<file path="config.mk">
export PLATFORM = sky130hd
export DESIGN_NAME = fwd_scoreboard_flat
export DESIGN_NICKNAME = d
export VERILOG_FILES = /design/src/rtl/fwd_scoreboard_if.sv /design/src/rtl/fwd_scoreboard.sv /design/src/flat_wrapper.sv
export SDC_FILE = /design/constraint.sdc
export NUM_CORES = 1
export LEC_CHECK = 0
export BUFFER_PORTS_ARGS = -buffer_cell sky130_fd_sc_hd__buf_2
export CORE_MARGIN = 2
export CORE_UTILIZATION = 52
export DETAILED_ROUTE_END_ITERATION = 16
export PLACE_DENSITY_LB_ADDON = 0.05
export SYNTH_ARGS = -nofsm -noshare
export SYNTH_HDL_FRONTEND = slang
export SYNTH_SLANG_ARGS = --single-unit
</file>
<file path="constraint.sdc">
create_clock -name clk -period 2.8 [get_ports clk]
set_input_delay 0.56 -clock clk [delete_from_list [all_inputs] [get_ports clk]]
set_output_delay 0.56 -clock clk [all_outputs]
set_load 0.005 [all_outputs]
</file>
<file path="src/rtl/fwd_scoreboard_if.sv">
// Bundles the EX-stage producer/consumer signals and the forwarding results of fwd_scoreboard.
// The master side drives the pipeline state; the slave side (the scoreboard) returns selects, the stall and the stall count.
interface fwd_scoreboard_if #(
    parameter int RF_SIZE = 5,
    parameter int NUM_SRC = 3,
    parameter int DEPTH   = 2,
    parameter int CNT_W   = 32
);
    localparam int SELW = $clog2(DEPTH + 1);

    logic                       adv;
    logic                       flush;
    logic                       ex_valid;
    logic                       ex_regw;
    logic [RF_SIZE-1:0]         ex_rd;
    logic                       ex_is_load;
    logic                       ld_done;
    logic [NUM_SRC-1:0]         src_en;
    logic [NUM_SRC*RF_SIZE-1:0] src_idx;
    logic [NUM_SRC*SELW-1:0]    fwd_sel;
    logic                       hazard_stall;
    logic [CNT_W-1:0]           stall_cnt;

    modport master (
        output adv, flush, ex_valid, ex_regw, ex_rd, ex_is_load, ld_done, src_en, src_idx,
        input  fwd_sel, hazard_stall, stall_cnt
    );

    modport slave (
        input  adv, flush, ex_valid, ex_regw, ex_rd, ex_is_load, ld_done, src_en, src_idx,
        output fwd_sel, hazard_stall, stall_cnt
    );
endinterface

</file>
<file path="src/rtl/fwd_scoreboard.sv">
// Forwarding/hazard scoreboard: tracks DEPTH post-EX register writers and picks per-source bypass selects.
// Latency: selects and stall are combinational from registered entries; entries update on the edge after adv/ld_done.
// Backpressure: raises hazard_stall while the youngest matching producer is an outstanding load; caller holds EX.
module fwd_scoreboard #(
    parameter int RF_SIZE = 5,
    parameter int NUM_SRC = 3,
    parameter int DEPTH   = 2,
    parameter int CNT_W   = 32
) (
    input  logic            clk,
    input  logic            rst_n,
    fwd_scoreboard_if.slave sb
);
    localparam int SELW = $clog2(DEPTH + 1);

    typedef struct packed {
        logic               valid;
        logic [RF_SIZE-1:0] rd;
        logic               is_load;
        logic               ready;
    } ent_t;

    ent_t                    ent_q [DEPTH];
    ent_t                    ent_d [DEPTH];
    logic [CNT_W-1:0]        stall_cnt_q;
    logic [CNT_W-1:0]        stall_cnt_d;
    logic [NUM_SRC*SELW-1:0] fwd_sel;
    logic                    hazard;
    logic [SELW-1:0]         sel;
    logic                    pend;
    logic [RF_SIZE-1:0]      idx;

    always_comb begin
        for (int i = 0; i < DEPTH; i++) ent_d[i] = ent_q[i];
        if (sb.adv) begin
            for (int i = 1; i < DEPTH; i++) begin
                ent_d[i] = ent_q[i-1];
                // A load whose data arrives on the advancing cycle leaves entry 0 already ready.
                if (i == 1) ent_d[i].ready = ent_q[0].ready | sb.ld_done;
            end
            ent_d[0].valid   = sb.ex_valid & sb.ex_regw & (sb.ex_rd != '0) & ~sb.flush;
            ent_d[0].rd      = sb.ex_rd;
            ent_d[0].is_load = sb.ex_is_load;
            ent_d[0].ready   = ~sb.ex_is_load;
        end else if (sb.ld_done & ent_q[0].valid & ent_q[0].is_load) begin
            ent_d[0].ready = 1'b1;
        end
    end

    always_comb begin
        fwd_sel = '0;
        hazard  = 1'b0;
        sel     = '0;
        pend    = 1'b0;
        idx     = '0;
        for (int s = 0; s < NUM_SRC; s++) begin
            sel  = '0;
            pend = 1'b0;
            idx  = sb.src_idx[s*RF_SIZE +: RF_SIZE];
            // Scan oldest to youngest so the youngest producer overrides.
            for (int k = DEPTH - 1; k >= 0; k--) begin
                if (ent_q[k].valid && ent_q[k].rd == idx && idx != '0 && sb.src_en[s]) begin
                    sel  = SELW'(k + 1);
                    pend = ~ent_q[k].ready;
                end
            end
            fwd_sel[s*SELW +: SELW] = sel;
            hazard                  = hazard | pend;
        end
    end

    always_comb begin
        stall_cnt_d = stall_cnt_q;
        if (hazard && stall_cnt_q != '1) stall_cnt_d = stall_cnt_q + 1'b1;
    end

    always_ff @(posedge clk or negedge rst_n) begin
        if (!rst_n) begin
            for (int i = 0; i < DEPTH; i++) ent_q[i] <= '0;
            stall_cnt_q <= '0;
        end else begin
            for (int i = 0; i < DEPTH; i++) ent_q[i] <= ent_d[i];
            stall_cnt_q <= stall_cnt_d;
        end
    end

    assign sb.fwd_sel      = fwd_sel;
    assign sb.hazard_stall = hazard;
    assign sb.stall_cnt    = stall_cnt_q;
endmodule

</file>
<file path="src/flat_wrapper.sv">
// flat-port wrapper written by rule: the top's interface ports become plain ports
module fwd_scoreboard_flat 
#(
    parameter int RF_SIZE = 5,
    parameter int NUM_SRC = 3,
    parameter int DEPTH   = 2,
    parameter int CNT_W   = 32
)
  (clk, rst_n, sb_adv, sb_flush, sb_ex_valid, sb_ex_regw, sb_ex_rd, sb_ex_is_load, sb_ld_done, sb_src_en, sb_src_idx, sb_fwd_sel, sb_hazard_stall, sb_stall_cnt);
  fwd_scoreboard_if #(.RF_SIZE(RF_SIZE), .NUM_SRC(NUM_SRC), .DEPTH(DEPTH), .CNT_W(CNT_W)) sb_i ();
  input  logic clk;
  input  logic rst_n;
  input wire logic [$bits(sb_i.adv)-1:0] sb_adv;
  input wire logic [$bits(sb_i.flush)-1:0] sb_flush;
  input wire logic [$bits(sb_i.ex_valid)-1:0] sb_ex_valid;
  input wire logic [$bits(sb_i.ex_regw)-1:0] sb_ex_regw;
  input wire logic [$bits(sb_i.ex_rd)-1:0] sb_ex_rd;
  input wire logic [$bits(sb_i.ex_is_load)-1:0] sb_ex_is_load;
  input wire logic [$bits(sb_i.ld_done)-1:0] sb_ld_done;
  input wire logic [$bits(sb_i.src_en)-1:0] sb_src_en;
  input wire logic [$bits(sb_i.src_idx)-1:0] sb_src_idx;
  output wire logic [$bits(sb_i.fwd_sel)-1:0] sb_fwd_sel;
  output wire logic [$bits(sb_i.hazard_stall)-1:0] sb_hazard_stall;
  output wire logic [$bits(sb_i.stall_cnt)-1:0] sb_stall_cnt;
  assign sb_i.adv = sb_adv;
  assign sb_i.flush = sb_flush;
  assign sb_i.ex_valid = sb_ex_valid;
  assign sb_i.ex_regw = sb_ex_regw;
  assign sb_i.ex_rd = sb_ex_rd;
  assign sb_i.ex_is_load = sb_ex_is_load;
  assign sb_i.ld_done = sb_ld_done;
  assign sb_i.src_en = sb_src_en;
  assign sb_i.src_idx = sb_src_idx;
  assign sb_fwd_sel = sb_i.fwd_sel;
  assign sb_hazard_stall = sb_i.hazard_stall;
  assign sb_stall_cnt = sb_i.stall_cnt;
  fwd_scoreboard #(.RF_SIZE(RF_SIZE), .NUM_SRC(NUM_SRC), .DEPTH(DEPTH), .CNT_W(CNT_W)) u_core (.clk(clk), .rst_n(rst_n), .sb(sb_i));
endmodule
</file>
==> flow_summary.yaml <==
detailed_routing:
  drtIter0Drc: 73
  vias: 2066
  via_per_inst: 5.217
  final_antenna_net_count: 0
  dr.pass1.iters: 4
  drc_errors: 0
  routed_wl_mm: 5.411
  drt-wirelength-per-cell_um: 13.66
finish:
  area_growth_pct: 26.00
  fill_cells: 390
  stdcell_area_um2: 3226
  mostFrequentLayoutCells: "buf_2, dfrtp_1, xor2_1"
  layout-drive-gt1-share: 0.3495
  multi_input_area_um2: 1354
  antenna_cells: 0
  final_common_cell: "buf_2"
  nets: 361
  seq_area_um2: 1176
cts:
  holdBufCountCts: 0
  htreeDepth: 2
  insertion_delay_ps: 290
  cts_tree: "built"
  cts_inserted_buffers: 5
  clk_pin_slew_ps: 80
  cts_sinks: 47
  cts_root_buf: "clkbuf_8"
  clockBufferDepth: 2
sta:
  setup_viol: 0
  final.min_clock_period_ps: 2727
  slew_headroom: 0.6058
  layout_setup_ws_ps: 72.97
  drv_slew: 0
  fin_tns_setup_ps: 0
  tightestPinTransition_ps: 591.3
  max_freq_mhz: 366.7
  report.final.hold_viol_count: 0
  timing.final.crit_share: 0.9739
  fin_skew_ps: 3.352
setup_path:
  path_max_fanout: 2
  slowest_delay_ps: 540
  cp.required_ps: 2240
  worstPathArrival_ps: 2170
  rr_worst_depth: 9
  reg2reg_to: "u_core.sb.stall_cnt[1]"
  cp-end-kind: "output port"
  reg2reg_slack_ps: 280
  worstPathBufferInverterCount: 3
  start_kind: "input port"
  cp_top_family: "simple AND/OR/NAND/NOR gates"
  reg2reg_from: "u_core.ent_q[14]"
  cpMostUsedCell: "buf_2"
  path_cells: "buf_2 -> or4_4 -> o21ai_4 -> nor4_2 -> or3_4 -> a21oi_4 -> nor2_2 -> inv_1 -> buf_2"
  crit_path_top_delay_cell: "or4_4"
  worstSetupPathType: "input port to output port"
floorplan:
  row_count: 25
  dieArea_um2: 5500
  core_um2: 4723
  dieHeight_um: 74.17
  die_w_um: 74.17
  start_util: 0.5420
  pin_count: 70
synth:
  synth_area_um2: 2560
  yosysTopAreaCell: "dfrtp_1"
  ys_ff_latch: 47
  synth-seq-area-share: 0.4594
  yosysWarnings: 0
  yosysUniqueCellTypes: 37
  postSynthCellCount: 244
  synth_top_area_frac: 0.4594
  syn_area_per_cell_um2: 10.49
  synth_nets: 276
  yosys-top-cells-area: "dfrtp_1, xor2_1, xnor2_1"
pwr:
  p_leak_nw: 1.619
  p_seq_frac: 0.537
  clock_power_share: 0.331
  p_sw_frac: 0.2436
  combPwrFrac: 0.132
  p_switching_mw: 0.3480
  power.density_nw_per_um2: 442.9
  internal_power_mw: 1.081
  power_mw: 1.429
  ir_worst_vdd_v: 0.0003769
grt:
  grt_pass1_vias: 1922
  globalRouteTotalUtil: 0.2080
  grt_pass1_wl_mm: 8.783
  grt_max_degree: 48
  grt_overflow: 0
  antenna_found_initial: 0
placed_design:
  hpwl_mm: 4.065
  dpl_cell_area_um2: 3077
  dp_slack_ps: -36.47
  portBuffers: 69
  place.gp.congestion: 0.8929
job:
  maxCapViolCount: 0
outcome:
  status: "completed"
worst_hold_path:
  holdCritPathClass: "input port to asynchronous set/reset pin"
==> stage by stage <==
| stage | hold slack [ps] | utilization | instances |
|---|---|---|---|
| final | 348.9 | 0.6829 | 396 |
| after CTS | 371.4 | 0.6744 | 394 |
| after global routing | 388.1 | 0.6829 | 396 |
| after floorplan | 264.4 | - | 244 |
| after detailed placement | 476.9 | 0.6514 | 387 |
| after global placement | 468.3 | 0.6514 | 387 |
==> synthesized netlist by cell type, drive strengths merged <==
library cell and n:
o22a 1, ha 1, nor4b 1, dfrtp 47, clkbuf 2, nand3 12
xor2 41, o21ai 4, a311oi 1, and3 3, or2 1, or3 1
nor2 21, nor3b 1, nor3 12, nor2b 1, inv 9, o22ai 1
and4 1, and2 1, nand4 10, nand4b 3, nand2b 1, nand2 12
buf 3, mux2 13, or4 4, a21oi 3, xnor2 20, nor4 13
==> cell families after synthesis <==
family,after synthesis,share of synthesized area
AOI/OAI and AO/OA,10,0.03031
and+or+nand+nor,98,0.2156
adders and majority gates,1,0.004887
muxes,13,0.05718
DFF,47,0.4594
buffers and inverters,14,0.02395
xor gates and xnor gates,61,0.2087
==> flip-flops by register name (all words and copies together), names as in the netlist <==
signal               count
u_core.sb.stall_cnt     32
u_core.ent_q            15
==> final cells by class <==
class,count,share of cell area
well taps,67,0.02599
clock inverters,1,0.009310
inverters,9,0.01047
multi-input cells,183,0.4197
clock buffers,6,0.02250
flip-flops and latches,47,0.3646
repair buffers,83,0.1474
==> power groups by stage <==
stage,registers [mW],logic (mW),clock network (mW)
2_1_floorplan,0.770,0.105,0
3_3_place_gp,0.780,0.181,0
3_5_place_dp,0.781,0.185,0
4_1_cts,0.767,0.187,0.486
5_1_grt,0.773,0.213,0.509
6_report,0.767,0.189,0.473
==> routing by layer <==
metal / up-vias / global-route usage / routed length [um]
li1: 1020 / - / -
met5: - / 0 / 0
met3: 6 / 0.04878 / 237
met4: 0 / 0.05657 / 55
met1: 987 / 0.2927 / 2642
met2: 53 / 0.3254 / 2476
==> worst reg2reg max path: cells and delay by family (launching register included) <==
family / cells / cell delay, ps
buf+inv: 2 / 300
compound gates: 3 / 500
xor+xnor: 1 / 200
simple gates: 2 / 590
mux: 1 / 340
flops: 1 / 470
==> worst max path at each step <==
stage / from / to / slack [ps] / cells past startpoint
after floorplan: sb_src_idx[1] / sb_hazard_stall / 90 / 8
after global placement: sb_src_idx[1] / u_core.sb.stall_cnt[30] / 30 / 10
after detailed placement: sb_src_idx[1] / u_core.sb.stall_cnt[21] / -40 / 10
after CTS: sb_src_idx[1] / sb_hazard_stall / 20 / 9
after global routing: sb_src_idx[1] / sb_hazard_stall / -20 / 10
final: sb_src_idx[1] / sb_hazard_stall / 70 / 9
==> what timing repair did <==
action	CTS	global route
endpoints found under the setup margin	1	1
hold endpoints to repair	0	0
pin swaps	0	2
resized for setup	2	5
buffers inserted	0	2
gates cloned	0	0
Note: power is estimated with default switching activity, not from simulation.
